==> src/rtl/pipe_drain_buffer_if.sv <==
// Handshake/bus bundle for pipe_drain_buffer: non-refusable ingress stream,
// valid/accept egress, and status back to the pipeline.
interface pipe_drain_buffer_if #(
  parameter int unsigned W     = 32,
  parameter int unsigned DEPTH = 16
);
  localparam int unsigned OCC_W = $clog2(DEPTH + 1);

  logic [W-1:0]     in;
  logic             in_vld;
  logic [W-1:0]     out;
  logic             out_vld;
  logic             out_accept;
  logic             stall_r;
  logic [OCC_W-1:0] occ_r;
  logic             overflow_r;

  modport master (
    output in, in_vld, out_accept,
    input  out, out_vld, stall_r, occ_r, overflow_r
  );

  modport slave (
    input  in, in_vld, out_accept,
    output out, out_vld, stall_r, occ_r, overflow_r
  );
endinterface

==> src/rtl/pipe_drain_buffer.sv <==
// Output FIFO for an unstallable pipeline tail, with early registered stall.
// Optional same-cycle bypass when empty: define PIPE_DRAIN_BYPASS_EN.
module pipe_drain_buffer #(
  parameter int unsigned W     = 32,
  parameter int unsigned DEPTH = 16,
  parameter int unsigned SKID  = 10
) (
  input logic                clk,
  input logic                rst,
  pipe_drain_buffer_if.slave bus
);
  localparam int unsigned PTR_W = (DEPTH > 1) ? $clog2(DEPTH) : 1;
  localparam int unsigned OCC_W = $clog2(DEPTH + 1);
  localparam logic [OCC_W-1:0] FULL   = OCC_W'(DEPTH);
  localparam logic [OCC_W-1:0] THRESH = OCC_W'(DEPTH - SKID);
  localparam logic [PTR_W-1:0] LAST   = PTR_W'(DEPTH - 1);

  logic [W-1:0]     mem [DEPTH];
  logic [PTR_W-1:0] wp, rp;
  logic [OCC_W-1:0] occ, occ_next;
  logic             stall, overflow;
  logic             empty, full, pop, write, drop;

  assign empty = (occ == '0);
  assign full  = (occ == FULL);
  // pop only counts entries leaving storage; a bypassed result never enters it
  assign pop   = !empty && bus.out_accept;

`ifdef PIPE_DRAIN_BYPASS_EN
  assign write       = bus.in_vld && (!full || pop) && !(empty && bus.out_accept);
  assign bus.out_vld = !empty || bus.in_vld;
  assign bus.out     = empty ? bus.in : mem[rp];
`else
  assign write       = bus.in_vld && (!full || pop);
  assign bus.out_vld = !empty;
  assign bus.out     = mem[rp];
`endif

  assign drop = bus.in_vld && full && !pop;

  always_comb begin
    occ_next = occ;
    if (write && !pop)
      occ_next = occ + 1'b1;
    else if (!write && pop)
      occ_next = occ - 1'b1;
  end

  always_ff @(posedge clk) begin
    if (rst) begin
      wp       <= '0;
      rp       <= '0;
      occ      <= '0;
      stall    <= 1'b0;
      overflow <= 1'b0;
    end else begin
      if (write)
        wp <= (wp == LAST) ? '0 : wp + 1'b1;
      if (pop)
        rp <= (rp == LAST) ? '0 : rp + 1'b1;
      occ   <= occ_next;
      stall <= (occ_next >= THRESH);
      if (drop)
        overflow <= 1'b1;
    end
  end

  always_ff @(posedge clk) begin
    if (!rst && write)
      mem[wp] <= bus.in;
  end

  assign bus.occ_r      = occ;
  assign bus.stall_r    = stall;
  assign bus.overflow_r = overflow;
endmodule

==> src/flat_wrapper.sv <==
// flat-port wrapper written by rule: the top's interface ports become plain ports
module pipe_drain_buffer_flat 
#(
  parameter int unsigned W     = 32,
  parameter int unsigned DEPTH = 16,
  parameter int unsigned SKID  = 10
)
  (clk, rst, bus_in, bus_in_vld, bus_out_accept, bus_out, bus_out_vld, bus_stall_r, bus_occ_r, bus_overflow_r);
  pipe_drain_buffer_if #(.W(W), .DEPTH(DEPTH)) bus_i ();
  input logic clk;
  input logic rst;
  input wire logic [$bits(bus_i.in)-1:0] bus_in;
  input wire logic [$bits(bus_i.in_vld)-1:0] bus_in_vld;
  input wire logic [$bits(bus_i.out_accept)-1:0] bus_out_accept;
  output wire logic [$bits(bus_i.out)-1:0] bus_out;
  output wire logic [$bits(bus_i.out_vld)-1:0] bus_out_vld;
  output wire logic [$bits(bus_i.stall_r)-1:0] bus_stall_r;
  output wire logic [$bits(bus_i.occ_r)-1:0] bus_occ_r;
  output wire logic [$bits(bus_i.overflow_r)-1:0] bus_overflow_r;
  assign bus_i.in = bus_in;
  assign bus_i.in_vld = bus_in_vld;
  assign bus_i.out_accept = bus_out_accept;
  assign bus_out = bus_i.out;
  assign bus_out_vld = bus_i.out_vld;
  assign bus_stall_r = bus_i.stall_r;
  assign bus_occ_r = bus_i.occ_r;
  assign bus_overflow_r = bus_i.overflow_r;
  pipe_drain_buffer #(.W(W), .DEPTH(DEPTH), .SKID(SKID)) u_core (.clk(clk), .rst(rst), .bus(bus_i));
endmodule
==> config.mk <==
export PLATFORM = sky130hd
export DESIGN_NAME = pipe_drain_buffer_flat
export DESIGN_NICKNAME = d
export VERILOG_FILES = /design/src/rtl/pipe_drain_buffer_if.sv /design/src/rtl/pipe_drain_buffer.sv /design/src/flat_wrapper.sv
export SDC_FILE = /design/constraint.sdc
export NUM_CORES = 1
export LEC_CHECK = 0
export CAP_MARGIN = 25
export CORE_AREA = 2 2 187 189
export DETAILED_ROUTE_END_ITERATION = 16
export DIE_AREA = 0 0 189 191
export PLACE_DENSITY_LB_ADDON = 0.08
export SYNTH_ARGS = -nofsm -noshare
export SYNTH_HDL_FRONTEND = slang
export SYNTH_SLANG_ARGS = --single-unit
==> constraint.sdc <==
create_clock -name clk -period 5.63 [get_ports clk]
set_input_delay 1.126 -clock clk [delete_from_list [all_inputs] [get_ports clk]]
set_output_delay 1.126 -clock clk [all_outputs]
set_load 0.02 [all_outputs]
### After elaboration in Yosys (flattened, before gate mapping)

Memory sizes are Yosys's and may differ from the RTL's. A register that Yosys moved wholly into a read port is not among the register bits.
Index checks and enable logic that the tools add are counted.

* multiplexer cells: 8
* equality and inequality tests: 3
* reductions and logical operators: 14
* magnitude comparators: 1
* add/subtract/negate cells: 4

Operator list (count)
* $mux W4: 4
* $mux W5: 2
* $add A4 B1 Y4 const B: 2
* $eq A4 B4 Y1 const B: 2
* $logic_and A1 B1 Y1: 7
* $add A5 B1 Y5 const B: 1
* $eq A5 B5 Y1 const B: 1
* $ge A5 B3 Y1 const B: 1
* $logic_not A1 Y1: 5
* $logic_not A5 Y1: 1
* $sub A5 B1 Y5 const B: 1
* $mux W1: 2
* $logic_or A1 B1 Y1: 1

* memories: 1
* RAM bits: 512
* bits in registers: 15

Memories
* u_core.mem: depth 16, width 32, rd ports 1, clocked after memory_dff 1, wr ports 1, RTL line pipe_drain_buffer.sv:18 `logic [W-1:0] mem [DEPTH];`

### Longest topological paths before layout

Gate-level depths: netlist of run 1.

* word-level depth: 10
* mapped depth: 8

### Least setup slack after synthesis of run 1

OpenSTA, ideal clock, no wires.

* path type: input to register
* start: input bus_out_accept
* end: memory u_core.mem[0][0], enable pin
* data required time: 5.169 ns
* path slack: 1.130 ns
* setup time: 0.461 ns
* arrival time: 4.039 ns
* cell stages on the path: 6
* cell sequence: clkbuf_8 -> nand2b_1 -> o21ai_1 -> nor2_1 -> nand2_1 -> nor3_1

* word-level cells in the longest chain between the ends: 6

Ends and longest elaborated chain
* start, declared: RTL line flat_wrapper.sv:14 `input wire logic [$bits(bus_i.out_accept)-1:0] bus_out_accept;`
* $logic_and A1 B1 Y1: RTL line pipe_drain_buffer.sv:27 `assign pop = !empty && bus.out_accept;`
* $logic_or A1 B1 Y1: RTL line pipe_drain_buffer.sv:34 `assign write = bus.in_vld && (!full || pop);`
* $logic_and A1 B1 Y1: RTL line pipe_drain_buffer.sv:34
* $logic_and A1 B1 Y1: RTL line pipe_drain_buffer.sv:69 `if (!rst && write)`
* $mux W1: RTL line pipe_drain_buffer.sv:69
* $mux W1 (implied by the code): RTL line pipe_drain_buffer.sv:70 `mem[wp] <= bus.in;`
* end, declared: RTL line pipe_drain_buffer.sv:18

No other way between the ends.

==> metrics.txt, run 1 <==
status=complete, no violations; Antenna Nets Post-Route=0; final non-filler cell total=1444; post-CTS setup buffers=0; vias in the first global route=9564; clk buf depth=3; Critical R2R Launch=u_core.bus.occ_r[1]$_SDFF_PP0_; Largest delay share family, worst path=buffers and inverters; CTS tree=built; Via Count=9122; largest net degree at the start of global routing=55; register area share after synthesis=78.0%; syn_nets=877; row cnt=68; CP arrival=3.56 ns; PostCTS Resize Cnt=0; CP max stage cell=dfxtp_4; Via density=6.32; main area contributors after synthesis=edfxtp_1 76%, mux4_2 18%, dfxtp_1 1.9%; Area Overhead vs Synth=16.1%; layout cells sized above 1=29.8%; Worst Reg-to-Reg Cells=8; # setup viols final=0; CTS Root Cell=clkbuf_16; most frequent cells in the layout=512 x edfxtp_1, 160 x mux4_2, 75 x clkdlybuf4s50_1; Worst Path Max Fanout=36; yosys warns=0; reg2reg end=u_core.mem[13][19]$_DFFE_PP_; overall power=9.50 mW; clk slew on worst S/H paths=0.06 ns; Max-cap violations=0; slew margin rel.=39.7%; die area=36100 um2; LEAKAGE=7.18 nW; crit start category=register; Fin. Hold Viols=0; Synth top area share=76.1%; Core Area=34100 um2; Sum Neg Setup Slack=0 ns; worst path bufs/invs=2; Yosys top cell by area=edfxtp_1; GRT Overall Usage=23.5%; Iteration-0 DRC Markers=1002; most used cell, CP=mux4_2; Pre-antenna DRT Iters=5; dpl cells=1353; Synth Instances=834; post-synthesis compound-gate area fraction=0.823%; Clock Sinks=531; Max Slew Vio Count=0; Yosys cell types=42; clk_lat worst skew=0.56 ns; Clock Skews=0.0127 ns; critical path type=register to primary output; Routed WL per cell=28.3 um; cell area after layout=23500 um2; RePlAce Congestion=0.780; Die H=191 um; total gr overflow=0; f_max=0.213 GHz; critical-path cell list=buf_4 > mux4_2 > mux4_2 > clkdlybuf4s50_1; I/O pin count=76; worst hold path type=register to register; Initial Util=59.2%; measured slew at the worst slew-check pin=0.902 ns; Routed WL=40800 um; crit-path max cell delay=0.82 ns; CP Data Required Time=4.50 ns; Tmin final=4.69 ns; Mapped Area=20200 um2; Adder-Cell Fraction of Synth Area=0.433%; Final Cycle Share=83.2%; Synth Area in XOR/XNOR=0.173%; VDD IR max=333 uV; # hold bufs at CTS=0; fin nets=994; Crit path depth=4; Pwr per Cell Area=405 nW/um2; proportion of synthesized area in mux cells=18.0%; most common cell after layout, fill and taps aside=edfxtp_1; flop and latch count out of synthesis=531; CP endpoint=bus_out[30]; initial antenna violation count=2; Post-Syn Area per Cell=24.2 um2; DRC viols=0; die width=189 um; post-synthesis simple-gate area fraction=1.43%; htree depth=2; Crit. End Element=primary output; I/O Buffers=75; RSZ-0062 raised after global routing=no; total CTS buffers=51; largest family of logic cells by synthesized area=multiplexers; Worst R2R Setup Slack=2.46 ns; first-pass GRT wire length=60800 um; Placed Area=21700 um2; Final HPWL DP=21700 um
## synth_stat cells, drive strengths merged
master / number
or4b: 1
o221ai: 1
nor3b: 1
buf: 19
a21boi: 1
mux2i: 3
and4: 1
nand4b: 1
inv: 7
clkbuf: 23
o21ai: 6
dfxtp: 19
xnor2: 2
a32oi: 1
a31oi: 1
o311ai: 1
nor2b: 3
or2b: 1
nand2: 11
nor3: 5
mux4: 160
a311o: 2
nand2b: 4
nor2: 22
or3b: 1
or4: 1
xor2: 2
nand3: 3
edfxtp: 512
and3: 1
a21oi: 8
nand4: 1
mux2: 1
ha: 7
o22a: 1
## logic make-up (layout without fill, tap and decap cells)
logic type,Yosys count,count (layout)
flip-flops,531,531
multiplexers,164,164
AND/OR/NAND/NOR,57,57
buffers and inverters,49,203
AO/OA/AOI/OAI,22,22
adder cells (fa/ha/maj),7,7
XOR/XNOR,4,4
other,0,1
## flip-flops by register name, summed over array words and instances (netlist names), named ones only
register	cells
u_core.mem	512
u_core.bus.occ_r	5
u_core.rp	4
u_core.wp	4
u_core.bus.overflow_r	1
u_core.bus.stall_r	1
## how the worst min path moves through the flow
stage / start / slack, ns / cells after the start / to
global route: u_core.rp[1]$_SDFFE_PP0N_ / 0.52 / 2 / register
detailed placement: u_core.bus.overflow_r$_SDFFE_PP0P_ / 0.46 / 2 / u_core.bus.overflow_r$_SDFFE_PP0P_
global placement: u_core.bus.overflow_r$_SDFFE_PP0P_ / 0.46 / 2 / u_core.bus.overflow_r$_SDFFE_PP0P_
floorplan: u_core.rp[1]$_SDFFE_PP0N_ / 0.46 / 2 / register
CTS: u_core.rp[1]$_SDFFE_PP0N_ / 0.49 / 2 / register
finish: u_core.rp[1]$_SDFFE_PP0N_ / 0.49 / 2 / register
## worst reg2reg max path, stage by stage, from the launching register on
cell,delay (ns)
dfxtp_1,0.45
inv_1,0.09
ha_1,0.23
or3b_2,0.21
o21ai_1,0.20
nor2_1,0.27
nand2_1,0.28
nor2_4,0.77
buf_4,0.36
## stage by stage
| stage | hold WS (ns) | utilization (%) | setup slack (ns) |
|---|---|---|---|
| finish | 0.492 | 68.8 | 0.944 |
| global route | 0.524 | 68.8 | 0.704 |
| CTS | 0.488 | 68.8 | 0.855 |
| detailed placement | 0.461 | 63.6 | 1.44 |
| global placement | 0.456 | 63.6 | 1.48 |
| floorplan | 0.463 | - | 1.13 |
## cell type report
class / count / area, um2
clock inverters: 31 / 417
inverters: 7 / 26.3
diodes: 1 / 2.50
clock buffers: 59 / 1330
repair buffers: 106 / 1020
fillers: 2050 / 10700
multi-input cells: 254 / 4330
well taps: 455 / 569
flip-flops and latches: 531 / 15800
## where the power goes
group | switching [mW] | internal [mW] | leakage [nW]
clock | 1.39 | 2.14 | 0.844
sequential | 0.116 | 4.38 | 4.77
combinational | 0.649 | 0.830 | 1.57
total | 2.15 | 7.35 | 7.18
## per-layer routing
layer	global-route usage, %	up-vias	part of all wire, %
li1	-	3815	-
met1	31.7	4935	40
met2	40.9	308	53
met3	3.40	62	5.0
met4	5.92	2	1.9
met5	0	-	0.032
Note: power is estimated with default switching activity, not from simulation.
==> inputs of run 2 (changes only) <==
- clock period: 5.63 -> 4.4 ns (I/O delays scaled with it)
==> run 2 against run 1 <==
Final area is 0.11% lower. Combinational power increased by 39%. Routed wire length up 3.7%. Critical path type unchanged. Cell count rose by 0.62%. Power grew 25%. Clock skew increased by 0.0023 ns. Non-clock buffer count up 7. Sequential share of layout area increased by 0.075 points.
==> metrics.txt, run 2 (synthesis results as in run 1) <==
clk slew on worst S/H paths=0.06 ns (about the same); vias in the first global route=9679 (+1.2%); Tmin final=4.13 ns; Worst Path Max Fanout=21 (-42%); Worst Reg-to-Reg Cells=8 (unchanged); Final Cycle Share=93.9%; post-CTS setup buffers=0 (unchanged); Fin. Hold Viols=0 (unchanged); slew margin rel.=46.1% (+6.4 points); htree depth=2 (unchanged); status=complete, no violations; max FFs per register=512 (unchanged); critical path type=register to primary output; clk buf depth=3 (unchanged); Iteration-0 DRC Markers=917 (-8.5%); Pwr per Cell Area=508 nW/um2 (+25%); RePlAce Congestion=0.818 (+4.8%); # setup viols final=0 (unchanged); I/O pin count=76 (unchanged); die area=36100 um2 (unchanged); GRT Overall Usage=24.4% (+0.93 points); Area Overhead vs Synth=16.0%; RSZ-0062 raised after global routing=no; Clock Skews=0.0150 ns (+0.00232 ns); PostCTS Resize Cnt=0 (unchanged); DRC viols=0 (unchanged); layout cells sized above 1=29.4% (-0.40 points); Final HPWL DP=25000 um (+15%); measured slew at the worst slew-check pin=0.808 ns (-0.0936 ns); die width=189 um (unchanged); Die H=191 um (unchanged); initial antenna violation count=0 (-2); Largest Register=u_core.mem; Critical R2R Launch=u_core.bus.occ_r[0]$_SDFF_PP0_; Multi-input gate area=4330 um2 (unchanged); CP endpoint=bus_out[3]; CTS Root Cell=clkbuf_16; crit start category=register; reg2reg end=u_core.mem[11][15]$_DFFE_PP_; row cnt=68 (unchanged); hold_ws=0.479 ns (-0.0130 ns); Routed WL=42400 um (+3.7%); Pre-antenna DRT Iters=5 (unchanged); Layout fillers=2072 (+1.1%); Via Count=9292 (+1.9%); CP Data Required Time=3.52 ns (-0.98 ns); largest net degree at the start of global routing=48 (-13%); worst hold path type=register to register; f_max=0.242 GHz; most common cell after layout, fill and taps aside=edfxtp_1; total gr overflow=0 (unchanged); Max Slew Vio Count=0 (unchanged); Reg area=15800 um2 (unchanged); CTS tree=built; Via density=6.40 (+1.2%); Worst R2R Setup Slack=1.44 ns (-1.02 ns); Core Area=34100 um2 (unchanged); Clock Sinks=531 (unchanged); CP arrival=3.25 ns (-0.31 ns); fin nets=1002 (+0.80%); Crit. End Element=primary output; Routed WL per cell=29.1 um (+3.1%); most frequent cells in the layout=512 x edfxtp_1, 160 x mux4_2, 75 x clkdlybuf4s50_1; clk_lat worst skew=0.58 ns (+0.02 ns); Sum Neg Setup Slack=0 ns (unchanged); total CTS buffers=52 (+2.0%); Max-cap violations=0 (unchanged); I/O Buffers=75 (unchanged); first-pass GRT wire length=62900 um (+3.4%); # diodes=0 (-1); Initial Util=59.2% (unchanged); VDD IR max=362 uV (+8.7%); LEAKAGE=7.16 nW (-0.32%); # hold bufs at CTS=0 (unchanged); Antenna Nets Post-Route=0 (unchanged)
## run 2: cell types whose count changed in the layout (fill, tap and decap cells not counted), moves of 4 or more
cell and change:
clkbuf_1 +7, clkinv_1 +4, buf_12 +7, bufinv_16 -7
## run 2: critical path, cell delays in order (launching register included)
cell	delay [ns]
dfxtp_4	0.61
buf_4	0.39
mux4_2	0.60
mux4_2	0.50
clkdlybuf4s50_1	0.57
## run 2: stage by stage
stage | power, mW | instance area (um2) | utilization, % | instances | worst slack (ns)
after floorplan | 7.19 | 20200 | - | 834 | 0.146
after global placement | 7.88 | 21800 | 64.0 | 1359 | 0.753
after detailed placement | 7.90 | 21900 | 64.1 | 1360 | 0.771
after CTS | 12.0 | 23400 | 68.7 | 1453 | 0.189
after global routing | 12.3 | 23400 | 68.7 | 1453 | 0.132
final | 11.9 | 23400 | 68.7 | 1453 | 0.268
## run 2: power breakdown
part / switching (mW) / internal (mW)
sequential: 0.104 / 5.60
clock: 1.76 / 2.37
combinational: 0.965 / 1.09
## run 2: how the worst min path moves through the flow
stage | start | to | depth (start not counted)
2_1_floorplan | u_core.rp[1]$_SDFFE_PP0N_ | register | 2
3_3_place_gp | u_core.bus.overflow_r$_SDFFE_PP0P_ | u_core.bus.overflow_r$_SDFFE_PP0P_ | 2
3_5_place_dp | u_core.bus.overflow_r$_SDFFE_PP0P_ | u_core.bus.overflow_r$_SDFFE_PP0P_ | 2
4_1_cts | u_core.bus.overflow_r$_SDFFE_PP0P_ | u_core.bus.overflow_r$_SDFFE_PP0P_ | 2
5_1_grt | u_core.bus.overflow_r$_SDFFE_PP0P_ | u_core.bus.overflow_r$_SDFFE_PP0P_ | 2
6_report | u_core.bus.overflow_r$_SDFFE_PP0P_ | u_core.bus.overflow_r$_SDFFE_PP0P_ | 2
## run 2: final cells by class
| type | instances | area share (%) |
|---|---|---|
| clock buffers | 67 | 5.88 |
| clock inverters | 26 | 0.860 |
| inverters | 7 | 0.112 |
| multi-input cells | 254 | 18.5 |
| flip-flops and latches | 531 | 67.3 |
| well taps | 455 | 2.43 |
| repair buffers | 113 | 4.95 |
## run 2: routing by layer
| metal | share of wire [%] | vias to the layer above | wire length [um] | track usage, % |
|---|---|---|---|---|
| met1 | 41 | 5025 | 17500 | 35.3 |
| met3 | 6.9 | 61 | 2940 | 4.33 |
| met4 | 1.9 | 0 | 792 | 6.19 |
| met2 | 50 | 382 | 21200 | 39.5 |
| li1 | - | 3824 | - | - |
| met5 | 0 | - | 0 | 0 |
